$ cat src/rtl/div_engine.sv
// Reciprocal (program 1) and 16/8 fixed-point divide (program 2) engine using
// restoring division against a byte-wide data memory. Macro DIV_ENGINE_ROUND_EN enables half-LSB rounding.
module div_engine #(
    parameter int P1_BASE = 8,
    parameter int P2_BASE = 0
) (
    input  logic       clk,
    input  logic       rst_n,
    input  logic       start,
    input  logic       prog,
    output logic       done,
    output logic       busy,
    output logic [7:0] mem_addr,
    input  logic [7:0] mem_rdata,
    output logic       mem_we,
    output logic [7:0] mem_wdata
);

    typedef enum logic [2:0] {
        IDLE,
        ARMED,
        LOAD,
        DIVIDE,
        ROUND,
        WRITE,
        DONE
    } state_t;

    localparam logic [7:0] P1_RD = 8'(P1_BASE);
    localparam logic [7:0] P1_WR = 8'(P1_BASE + 2);
    localparam logic [7:0] P2_RD = 8'(P2_BASE);
    localparam logic [7:0] P2_WR = 8'(P2_BASE + 4);

    state_t      state;
    logic        prog_q;
    logic [1:0]  byte_cnt;
    logic [4:0]  bit_cnt;
    logic [15:0] div_in2;
    logic [15:0] divisor;
    logic [15:0] dvd_sr;
    logic [16:0] rem;
    logic [24:0] quo;
    logic [23:0] res_sr;

    logic [17:0] trial;
    logic        fits;
    logic        last_load;
    logic        last_bit;
    logic        last_write;
    logic [15:0] dvs_next;
    logic [23:0] res_load;
    logic [7:0]  wr_base;

    // Result is returned left-aligned in 24 bits so both programs write from [23:16].
    function automatic logic [23:0] round_q(input logic [24:0] q, input logic p2);
        logic [23:0] r;
        logic        inc;
`ifdef DIV_ENGINE_ROUND_EN
        inc = q[0];
`else
        inc = 1'b0;
`endif
        if (p2)
            r = q[24:1] + {23'h0, inc};
        else
            r = {q[16:1] + {15'h0, inc}, 8'h00};
        return r;
    endfunction

    always_comb begin
        trial      = {rem, dvd_sr[15]};
        fits       = (trial >= {2'b00, divisor});
        last_load  = prog_q ? (byte_cnt == 2'd2) : (byte_cnt == 2'd1);
        last_write = prog_q ? (byte_cnt == 2'd2) : (byte_cnt == 2'd1);
        last_bit   = prog_q ? (bit_cnt == 5'd24) : (bit_cnt == 5'd16);
        dvs_next   = prog_q ? {8'h00, mem_rdata} : {divisor[15:8], mem_rdata};
        wr_base    = prog_q ? P2_WR : P1_WR;
        if (state == ROUND)
            res_load = round_q(quo, prog_q);
        else
            res_load = prog_q ? 24'hFF_FFFF : 24'hFF_FF00;
    end

    always_ff @(posedge clk) begin
        if (!rst_n) begin
            state     <= IDLE;
            prog_q    <= 1'b0;
            done      <= 1'b0;
            busy      <= 1'b0;
            mem_addr  <= 8'h00;
            mem_we    <= 1'b0;
            mem_wdata <= 8'h00;
            byte_cnt  <= 2'd0;
            bit_cnt   <= 5'd0;
            div_in2   <= 16'h0000;
            divisor   <= 16'h0000;
            dvd_sr    <= 16'h0000;
            rem       <= 17'h0;
            quo       <= 25'h0;
            res_sr    <= 24'h0;
        end else begin
            case (state)
                IDLE, DONE: begin
                    if (start) begin
                        state <= ARMED;
                        done  <= 1'b0;
                    end
                end
                ARMED: begin
                    if (!start) begin
                        prog_q   <= prog;
                        busy     <= 1'b1;
                        state    <= LOAD;
                        byte_cnt <= 2'd0;
                        mem_addr <= prog ? P2_RD : P1_RD;
                        divisor  <= 16'h0000;
                        div_in2  <= 16'h0000;
                    end
                end
                LOAD: begin
                    if (byte_cnt == 2'd0) begin
                        if (prog_q)
                            div_in2[15:8] <= mem_rdata;
                        else
                            divisor[15:8] <= mem_rdata;
                    end else if (prog_q && byte_cnt == 2'd1) begin
                        div_in2[7:0] <= mem_rdata;
                    end
                    if (last_load) begin
                        divisor <= dvs_next;
                        if (dvs_next == 16'h0000) begin
                            // Zero divisor bypasses the divider and writes all-ones.
                            state     <= WRITE;
                            mem_we    <= 1'b1;
                            mem_addr  <= wr_base;
                            mem_wdata <= res_load[23:16];
                            res_sr    <= {res_load[15:0], 8'h00};
                            byte_cnt  <= 2'd0;
                        end else begin
                            state    <= DIVIDE;
                            mem_addr <= 8'h00;
                            rem      <= 17'h0;
                            quo      <= 25'h0;
                            bit_cnt  <= 5'd0;
                            dvd_sr   <= prog_q ? div_in2 : 16'h8000;
                        end
                    end else begin
                        byte_cnt <= byte_cnt + 2'd1;
                        mem_addr <= mem_addr + 8'd1;
                    end
                end
                DIVIDE: begin
                    rem     <= fits ? 17'(trial - {2'b00, divisor}) : trial[16:0];
                    quo     <= {quo[23:0], fits};
                    dvd_sr  <= {dvd_sr[14:0], 1'b0};
                    bit_cnt <= bit_cnt + 5'd1;
                    if (last_bit)
                        state <= ROUND;
                end
                ROUND: begin
                    state     <= WRITE;
                    mem_we    <= 1'b1;
                    mem_addr  <= wr_base;
                    mem_wdata <= res_load[23:16];
                    res_sr    <= {res_load[15:0], 8'h00};
                    byte_cnt  <= 2'd0;
                end
                WRITE: begin
                    if (last_write) begin
                        state     <= DONE;
                        done      <= 1'b1;
                        busy      <= 1'b0;
                        mem_we    <= 1'b0;
                        mem_addr  <= 8'h00;
                        mem_wdata <= 8'h00;
                    end else begin
                        byte_cnt  <= byte_cnt + 2'd1;
                        mem_addr  <= mem_addr + 8'd1;
                        mem_wdata <= res_sr[23:16];
                        res_sr    <= {res_sr[15:0], 8'h00};
                    end
                end
                default: state <= IDLE;
            endcase
        end
    end

endmodule

$ cat config.mk
export PLATFORM = sky130hd
export DESIGN_NAME = div_engine
export DESIGN_NICKNAME = d
export VERILOG_FILES = /design/src/rtl/div_engine.sv
export SDC_FILE = /design/constraint.sdc
export NUM_CORES = 1
export LEC_CHECK = 0
export ABC_AREA = 1
export CAP_MARGIN = 20
export CELL_PAD_IN_SITES_DETAIL_PLACEMENT = 0
export CELL_PAD_IN_SITES_GLOBAL_PLACEMENT = 1
export CORE_MARGIN = 10
export CORE_UTILIZATION = 28
export CTS_BUF_LIST = sky130_fd_sc_hd__clkbuf_16
export DETAILED_ROUTE_END_ITERATION = 6
export PLACE_DENSITY = 0.66
export SYNTH_ARGS = -nofsm -noshare
export SYNTH_HDL_FRONTEND = slang
export SYNTH_SLANG_ARGS = --single-unit
$ cat constraint.sdc
create_clock -name clk -period 5.92 [get_ports clk]
set_clock_uncertainty 0.1 [all_clocks]
set_input_delay 1.48 -clock clk [delete_from_list [all_inputs] [get_ports clk]]
set_output_delay 1.48 -clock clk [all_outputs]
set_load 0.05 [all_outputs]
Yosys cells after proc, flatten, opt, wreduce, memory -nomap -nowiden:

Index checks and enable logic that the tools add are counted.
Widths: inputs -> output; s select.

* muxes and demuxes: 66
* eq/ne operators: 25
* add/subtract/negate cells: 4
* magnitude comparators: 1
* bitwise logic cells: 1
* reductions and logical operators: 25

Operator list (count)
* $mux 24: 5
* $mux 8: 13
* $mux 16: 6
* $pmux 16 s2: 3
* $pmux 24 s3: 1
* $mux 17: 3
* $mux 25: 2
* $pmux 25 s2: 1
* $pmux 17 s2: 1
* $pmux 8 s4: 1
* $ne 2x2->1 const B: 12
* $pmux 8 s3: 1
* $reduce_and 4->1: 6
* $ge 18x16->1: 1
* $mux 3: 6
* $pmux 3 s6: 1
* $sub 17x16->17: 1
* $logic_not 16->1: 1
* $reduce_and 3->1: 5
* $mux 4: 3
* $eq 5x5->1 const B: 2
* $mux 5: 2
* $pmux 5 s2: 1
* $eq 3x3->1 const B: 3
* 23 further kinds: 41

* bits in registers: 144
* bits of input ports: 12
* word-level logic and storage cells: 139
* output and inout bits: 19

Depth between registers and ports, before layout:

Gate-level depths: netlist (run 1).

* depth after elaboration: 5
* gate-level depth with buffers: 14
* mapped depth without buffers: 14

Least setup slack after synthesis (run 1):

No wires, ideal clock.

* path kind: input to register
* start point: input port mem_rdata[4]
* end point: register res_sr[10]
* setup time: 0.128 ns
* cell stages on the path: 7
* slack: 3.201 ns
* arrival: 2.492 ns
* required time: 5.692 ns
* path buffers: 1
* cells stage by stage: nor4_1 -> nand3_2 -> nand2_2 -> nand3_4 -> buf_6 -> o21ai_1 -> nor2_1

* longest elaborated chain between the ends: 4

RTL lines
* start: declaration: RTL line 14 `input logic [7:0] mem_rdata,`
* $mux 16: RTL line 76 `dvs_next = prog_q ? {8'h00, mem_rdata} : {divisor[15:8], mem_rdata};`
* $logic_not 16->1: RTL line 131 `if (dvs_next == 16'h0000) begin`
* $ne 2x2->1 (no line)
* $reduce_and 4->1 (no line)
* end signal: assignment: RTL line 137 `res_sr <= {res_load[15:0], 8'h00};`
* end signal: assignment: RTL line 165 `res_sr <= {res_load[15:0], 8'h00};`
* end signal: assignment: RTL line 180 `res_sr <= {res_sr[15:0], 8'h00};`
* end: declaration: RTL line 43 `logic [23:0] res_sr;`

No other way between the ends.
A chain may end at the register's enable or synchronous reset.

Worst setup path after layout (run 1):

* start point: input port mem_rdata[0]
* end point: register dvd_sr[15]

* longest elaborated chain between the ends: 4

RTL lines
* $mux 16: RTL line 76
* $logic_not 16->1: RTL line 131
* $ne 2x2->1 (no line)
* $reduce_and 3->1 (no line)
* end signal: assignment: RTL line 145 `dvd_sr <= prog_q ? div_in2 : 16'h8000;`
* end signal: assignment: RTL line 155 `dvd_sr <= {dvd_sr[14:0], 1'b0};`
* end: declaration: RTL line 40 `logic [15:0] dvd_sr;`

No other way between the ends.

==> flow_summary.yaml, run 1 <==
worst_setup_path:
  ff2ff_path_depth: 11
  cp.required_ns: 6.13
  cp-start-kind: "input pin"
  rrSetupSlack_ns: 2.82
  crit_type: "in2reg"
  r2r_start: "prog_q"
  arrival_ns: 3.87
  cp-end-kind: "register"
  worstReg2RegEnd: "res_sr[10]"
  path_max_fanout: 64
timing:
  grt_setup_unrepaired: "no"
  slew_headroom_pct: 44.4
  slew_violations: 0
  max_freq_mhz: 273
  setup_ws_ns: 2.26
  worst_slew_pin_slew_ns: 0.834
  finalCritPeriodShare_pct: 61.8
  setup_viol: 0
  whs_ns: 0.361
  hold_violations: 0
  fin_setup_tns_ns: 0
  fin_crit_ns: 3.66
final_layout:
  fin_util_pct: 32.8
  syn_to_final_growth_pct: 14.2
  final_layout_size_suffix_gt1_share_pct: 5.29
  layout_commonest_cell: "nand2_1"
  final_area_sq_um: 8580
  fin_nets: 1176
  diodes: 0
  layout.cells.non_filler: 1489
  layout_common_cells: "nand2_1, dfxtp_1, nand3_1, inv_1, a21oi_1"
global_routing:
  grt_max_degree: 65
  grt_pass1_vias: 6731
  grt.overflow.total: 0
  track_usage_pct: 13.1
  antenna_found_initial: 0
  grt_pass1_wl_um: 36100
logic_synthesis:
  syn_nets: 1175
  seq_area_frac_synth_pct: 36.2
  async_flop_share_pct: 0
  yosysWarnings: 0
  synthCells: 1140
  ys_seq_elements: 136
  synth_cell_types: 42
  synth_area_per_cell_sq_um: 6.59
  synthFlopType: "dfxtp_1"
  synth_edf_count: 0
  syn_area_sq_um: 7520
floorplanning:
  io_pins: 31
  die_width_um: 184
  start_util_pct: 28.7
  die-area_sq_um: 33800
  num_rows: 59
  die_y_um: 184
  core_sq_um: 26200
clock_tree:
  clockBufferDepth: 2
  path_clk_slew_ns: 0.06
  cts_tree: "yes"
  clock_latency_ns: 0.43
  htreeDepth: 4
  clkSinkCount: 136
  cts_buffers: 17
  post-cts-setup-buffers: 0
  cts-root-buf: "clkbuf_16"
  hold_buffers: 0
  cts-resized-gates: 0
place:
  dp_worst_setup_slack_ns: 1.81
  dpl-instance-area_sq_um: 8020
  finalWeightedCongestion: 0.798
  placed_cells: 1457
  portBuffers: 30
  dp_hpwl_um: 15400
detailed_routing:
  drt-initial-drc-count: 511
  wl_per_cell_um: 14.8
  firstDrtPassIters: 7
  drc: 0
  totalWireLength_um: 22000
  ant_nets: 0
  vias: 7176
  vias_per_cell: 4.82
hold_path:
  hold_end: "mem_we"
  min_path_type: "reg2reg"
  hold_start: "mem_we"
  whs_path_depth: 1
outcome:
  outcome: "finished clean"
power:
  power.total_mw: 5.08
  ir_drop_uv: 310
  p_leak_nw: 3.62
  power.density_nw_per_um2: 591
run:
  maxCapViolations: 0
[worst max-delay path by stage]
| stage | from | end | slack, ns |
|---|---|---|---|
| finish | mem_rdata[0] | dvd_sr[15] | 2.26 |
| global route | mem_rdata[0] | dvd_sr[15] | 1.99 |
| CTS | mem_rdata[0] | dvd_sr[15] | 2.29 |
| detailed placement | mem_rdata[0] | dvd_sr[15] | 1.81 |
| global placement | mem_rdata[4] | dvd_sr[15] | 1.80 |
| floorplan | mem_rdata[4] | res_sr[10] | 3.20 |
[layout make-up]
cell class,count,area [sq um]
Clock buffer,17,425
Sequential cell,136,2720
Fill cell,2856,17600
Multi-Input combinational cell,821,4040
Tap cell,335,419
Timing Repair Buffer,38,360
Clock inverter,15,138
Inverter,127,478
[layer usage]
metal  vias up  track usage (%)  share of wire, %
met2       106             21.6                48
met4         0             3.57               1.2
met1      3327             17.1                48
met5         -                0                 0
met3        21             2.57               3.4
li1       3722                -                 -
[cells by family (layout without fill, tap and decap cells)]
logic type	after synthesis	count (layout)	synth area share (%)
AND/OR/NAND/NOR	588	588	33.9
XOR/XNOR	11	11	1.28
adder cells (fa/ha/maj)	23	23	3.93
flip-flops	136	136	36.2
buffers and inverters	183	197	10.1
AO/OA/AOI/OAI	199	199	14.6
[cells in the mapped netlist (2+ instances only)]
cell type,count,area [sq um]
or2_2,3,18.8
buf_6,4,45.0
dfxtp_1,136,2720
o21ai_1,11,55.1
nor4_1,2,12.5
a21oi_1,117,586
nand2_1,299,1120
xor2_1,4,35.0
nand2_2,8,50.1
nand3_1,126,631
and2_1,2,12.5
nand4_1,8,50.1
buf_4,6,45.0
xnor2_1,7,61.3
o22ai_1,38,238
a211oi_1,2,15.0
inv_2,4,15.0
clkbuf_1,30,113
nand3b_1,10,75.1
nor2_1,111,417
ha_1,22,275
o21ai_0,23,115
nand3_4,2,35.0
inv_1,122,458
buf_2,15,75.1
nor3b_1,7,52.6
nor3_1,6,30.0
[flip-flops by register name, summed over array words and instances (netlist names)]
| register | flops |
|---|---|
| dvd_sr | 16 |
| quo | 25 |
| busy | 1 |
| res_sr | 16 |
| mem_wdata | 8 |
| prog_q | 1 |
| div_in2 | 16 |
| done | 1 |
| rem | 17 |
| state | 3 |
| bit_cnt | 5 |
| divisor | 16 |
| mem_we | 1 |
| mem_addr | 8 |
| byte_cnt | 2 |
[report_power, final]
part           total [mW]  internal [mW]  leakage (nW)  switching (mW)
Clock                1.02          0.611         0.268           0.412
Combinational        2.85          0.914          2.25            1.94
Sequential           1.20           1.10          1.10           0.106
[critical path, stage by stage]
cell and delay, ns:
clkdlybuf4s50_1 0.45, nor4_1 0.36, nand3_2 0.23, nand3_4 0.56, nand2_2 0.39, o21ai_0 0.26, nor2_1 0.06
Power figures use the tool's default switching activity.
==> run 2: changes to the inputs <==
Clock period 5.92 ns to 3.7 ns, I/O delays scaled along.
==> run 2 against run 1 <==
Net effect: hold slack gained 0.00054 ns; worst setup slack worse by 1.3 ns; global-route usage is 0.15 points higher; highest routed layer unchanged; clock-buffer cell count unchanged; clock power grew 51%; power grew 61%.
==> flow_summary.yaml, run 2 (synthesized netlist as in run 1, its figures left out) <==
outcome:
  outcome: "finished clean"
clock_tree:
  clock_latency_ns: 0.41
  clockBufferDepth: 2
  cts_buffers: 17
  cts-resized-gates: 0
  post-cts-setup-buffers: 0
  htreeDepth: 4
  cts-root-buf: "clkbuf_16"
  cts_tree: "yes"
  clkSinkCount: 136
  path_clk_slew_ns: 0.06
  hold_buffers: 0
final_layout:
  largest_reg_flops: 25
  fin_nets: 1186
  final_layout_size_suffix_gt1_share_pct: 6.27
  largest_register: "quo"
  diodes: 0
  syn_to_final_growth_pct: 15.1
  layout_common_cells: "nand2_1, dfxtp_1, nand3_1, inv_1, a21oi_1"
  reg_top3: "quo (25), rem (17)"
  layout.cells.non_filler: 1499
  layout_commonest_cell: "nand2_1"
detailed_routing:
  totalWireLength_um: 22600
  vias: 7236
  firstDrtPassIters: 4
  drt-initial-drc-count: 439
  wl_per_cell_um: 15.1
  ant_nets: 0
  vias_per_cell: 4.83
  drc: 0
worst_setup_path:
  crit_type: "reg2reg"
  ff2ff_path_depth: 13
  crit_slowest_cell: "fa_1"
  worstReg2RegEnd: "rem[13]"
  rrSetupSlack_ns: 0.96
  path_max_fanout: 18
  crit_path_max_incr_delay_ns: 0.44
  cp.required_ns: 3.94
  critPathMostFrequentCell: "nand2_1"
  cp-start-kind: "register"
  arrival_ns: 2.99
  r2r_start: "dvd_sr[15]"
  cp-end-kind: "register"
  cp_cell_sequence: "inv_1 > ha_1 > fa_1 > inv_1 > nand3_1 > nand3_1 > nand2_1 > buf_4 > nand2_2 > nand2_1 > nand2_1 > nand2_1 > a21oi_1"
power:
  power.density_nw_per_um2: 943
  p_leak_nw: 3.66
  ir_drop_uv: 368
run:
  maxCapViolations: 0
place:
  dp_worst_setup_slack_ns: 0.603
  finalWeightedCongestion: 0.804
  portBuffers: 30
  dp_hpwl_um: 15700
  placed_cells: 1467
floorplanning:
  io_pins: 31
  die_y_um: 184
  die-area_sq_um: 33800
  core_sq_um: 26200
  die_width_um: 184
  start_util_pct: 28.7
  num_rows: 59
global_routing:
  grt-busiest-layer: "met2"
  grt_use_met3_pct: 2.45
  met1_usage_pct: 17.6
  use_met2_pct: 21.9
  grt_pass1_vias: 6781
  grt_max_degree: 63
  antenna_found_initial: 0
  track_usage_pct: 13.3
  grt.overflow.total: 0
  grt_pass1_wl_um: 36600
timing:
  fin_setup_tns_ns: 0
  grt_setup_unrepaired: "no"
  hold_violations: 0
  slew_headroom_pct: 47.3
  fin_crit_ns: 2.74
  setup_ws_ns: 0.958
  finalCritPeriodShare_pct: 74.1
  slew_violations: 0
  setup_viol: 0
  worst_slew_pin_slew_ns: 0.790
  max_freq_mhz: 365
hold_path:
  hold_end: "div_in2[10]"
  min_path_type: "reg2reg"
  whs_path_depth: 2
  hold_start: "div_in2[10]"
==> run 2: cell types whose count changed in the layout (fill, tap and decap cells not counted) <==
cell	previous run	this run
inv_6	0	3
clkinv_1	3	1
bufinv_16	2	0
buf_4	8	16
clkinv_4	2	4
clkinvlp_4	4	3
buf_12	0	2
==> run 2: area by class of cell <==
class,count,area (sq um)
Sequential cell,136,2720
Tap cell,335,419
Fill cell,2878,17600
Clock inverter,15,106
Multi-Input combinational cell,821,4040
Timing Repair Buffer,48,460
Clock buffer,17,425
Inverter,127,478
==> run 2: metrics by stage <==
step | hold slack [ns] | cell area (sq um) | power, mW | utilization, %
2_1_floorplan | 0.341 | 7520 | 5.42 | -
3_3_place_gp | 0.349 | 8120 | 6.68 | 31.0
3_5_place_dp | 0.355 | 8120 | 6.70 | 31.0
4_1_cts | 0.366 | 8650 | 8.27 | 33.0
5_1_grt | 0.373 | 8650 | 8.95 | 33.0
6_report | 0.362 | 8650 | 8.16 | 33.0
==> run 2: layer usage <==
metal	wire length, um	up-vias
met4	218	0
met5	0	-
met1	11000	3386
met2	10700	91
li1	-	3743
met3	632	16
==> run 2: critical path, delay by kind of cell (launching register included) <==
family,cells,cell delay (ns)
AOI/OAI and AO/OA,1,0.11
adders and majority gates,2,0.67
buffers and inverters,3,0.37
DFF,1,0.36
and+or+nand+nor,7,1.06
==> run 2: report_power, final <==
part	total [mW]	internal [mW]	switching, mW	leakage [nW]
Sequential	1.92	1.76	0.167	1.10
Clock	1.54	0.857	0.686	0.259
Combinational	4.70	1.53	3.17	2.30
Total	8.16	4.14	4.02	3.66
==> run 2: worst max-delay path by stage <==
stage                  from    endpoint  slack, ns  cells past startpoint
2_1_floorplan  mem_rdata[4]  res_sr[10]       1.54                      7
3_3_place_gp   mem_rdata[4]  dvd_sr[15]       0.64                      7
3_5_place_dp   mem_rdata[4]      quo[8]       0.60                      7
4_1_cts          dvd_sr[15]     rem[12]       0.90                     13
5_1_grt          dvd_sr[15]     rem[12]       0.65                     13
6_report         dvd_sr[15]     rem[13]       0.96                     13
==> run 3: changes to the inputs <==
Settings changed: PLACE_DENSITY 0.66 to 0.68.
Clock period 3.7 ns to 2.4 ns, I/O delays scaled along.
==> run 3 against run 2 <==
Net effect: register-to-register slack got worse by 0.79 ns; cell area rose by 5.1%; routed wire length fell by 1.5%; cell count rose by 2.5%; critical path type is now reg2out; critical endpoint is now mem_addr[3]; largest cell class unchanged.
==> flow_summary.yaml, run 3 (synthesized netlist as in run 1, its figures left out) <==
power:
  ir_drop_uv: 853
  power.density_nw_per_um2: 1470
  internal_power_mw: 7.10
  seq_power_share_pct: 22.2
  pwr-share-comb_pct: 58.4
  p_sw_share_pct: 47.0
  p_clk_share_pct: 19.4
  p_leak_nw: 3.91
  power_switching_mw: 6.29
timing:
  setup_viol: 0
  fin_crit_ns: 2.34
  grt_setup_unrepaired: "no"
  hold_violations: 0
  worst_slew_pin_slew_ns: 0.533
  max_freq_mhz: 428
  slew_violations: 0
  finalCritPeriodShare_pct: 97.4
  slew_headroom_pct: 64.1
  setup_ws_ns: 0.0629
detailed_routing:
  drc: 0
  firstDrtPassIters: 5
  drt-initial-drc-count: 493
  vias_per_cell: 4.72
  vias: 7250
  wl_per_cell_um: 14.5
  ant_nets: 0
  totalWireLength_um: 22200
final_layout:
  fin_nets: 1223
  multi_input_area_sq_um: 4070
  n_fill_cell: 2880
  reg_top3: "quo (25), rem (17)"
  layout_commonest_cell: "nand2_1"
  syn_to_final_growth_pct: 21.0
  layout_common_cells: "nand2_1, dfxtp_1, nand3_1, inv_1, a21oi_1"
  diodes: 0
  seq_area_sq_um: 2720
  largest_register: "quo"
  final_layout_size_suffix_gt1_share_pct: 9.66
  final_area_sq_um: 9090
  largest_reg_flops: 25
place:
  finalWeightedCongestion: 0.830
  dp_worst_setup_slack_ns: -0.0784
  portBuffers: 30
  dp_hpwl_um: 16100
  dpl-instance-area_sq_um: 8490
clock_tree:
  clock_latency_ns: 0.42
  path_clk_slew_ns: 0.06
  hold_buffers: 0
  clockBufferDepth: 2
  cts-root-buf: "clkbuf_16"
  post-cts-setup-buffers: 0
  clkSinkCount: 136
  htreeDepth: 4
  cts_buffers: 17
  cts_tree: "yes"
global_routing:
  grt-busiest-layer: "met2"
  grt_use_met3_pct: 2.19
  grt.overflow.total: 0
  grt_pass1_wl_um: 36400
  antenna_found_initial: 0
  track_usage_pct: 13.2
  met1_usage_pct: 16.9
  use_met2_pct: 22.4
  grt_pass1_vias: 6968
  grt_max_degree: 55
worst_setup_path:
  critPathTopFamily: "buffers and inverters"
  crit_slowest_cell: "clkdlybuf4s50_1"
  cp_cell_sequence: "clkdlybuf4s50_1"
  cp-end-kind: "output port"
  cp-start-kind: "register"
  crit_type: "reg2out"
  path_max_fanout: 4
  cp_num_buf_inv: 1
  crit_path_max_incr_delay_ns: 0.83
  cp.required_ns: 1.70
  arrival_ns: 1.64
floorplanning:
  die_width_um: 184
  die_y_um: 184
  num_rows: 59
  io_pins: 31
  die-area_sq_um: 33800
  core_sq_um: 26200
  start_util_pct: 28.7
hold_path:
  min_path_type: "reg2reg"
run:
  maxCapViolations: 0
outcome:
  outcome: "finished clean"
## run 3: repair_timing
action / 4_1_cts / 5_1_grt
setup endpoints to repair: 2 / 8
pin swaps: 0 / 0
resized for setup: 2 / 7
## run 3: routing by layer
metal,part of all wire (%),vias up
met5,0,-
met2,48,80
met1,48,3348
met3,2.5,15
met4,1.2,0
li1,-,3807
## run 3: final timing paths
path | startpoint | to | slack (ns) | cells after the start
setup / recovery | mem_addr[3] | mem_addr[3] | 0.06 | 1
hold / removal | done | done | 0.36 | 2
setup reg to reg | divisor[9] | rem[11] | 0.17 | 13
hold reg to reg | done | done | 0.36 | 2
## run 3: cell type report
cell class	count	share of cell area (%)
Timing Repair Buffer	85	9.08
Sequential cell	136	29.9
Clock buffer	17	4.68
Inverter	127	5.26
Multi-Input combinational cell	821	44.7
Tap cell	335	4.61
Clock inverter	15	1.71
## run 3: power by group through the flow
stage	Sequential [mW]	Clock [mW]	Combinational (mW)
6_report	2.97	2.59	7.83
3_5_place_dp	3.01	0	7.78
3_3_place_gp	3.01	0	7.76
5_1_grt	3.03	2.77	8.81
4_1_cts	2.97	2.66	7.81
2_1_floorplan	3.28	0	5.08
## run 3: worst min-delay path: cells and delay by family (launching register included)
family / cells / cell delay (ns)
DFF: 1 / 0.31
and+or+nand+nor: 1 / 0.06
AOI/OAI and AO/OA: 1 / 0.05
## run 3: per-stage QoR
step,util [%],power [mW],cells,TNS [ns],hold slack (ns)
finish,34.7,13.4,1536,0,0.358
global route,34.7,14.6,1536,0,0.383
CTS,34.6,13.4,1536,0,0.362
detailed placement,32.4,10.8,1504,-2.58,0.353
global placement,32.4,10.8,1504,-3.62,0.349
floorplan,-,8.36,1140,0,0.341
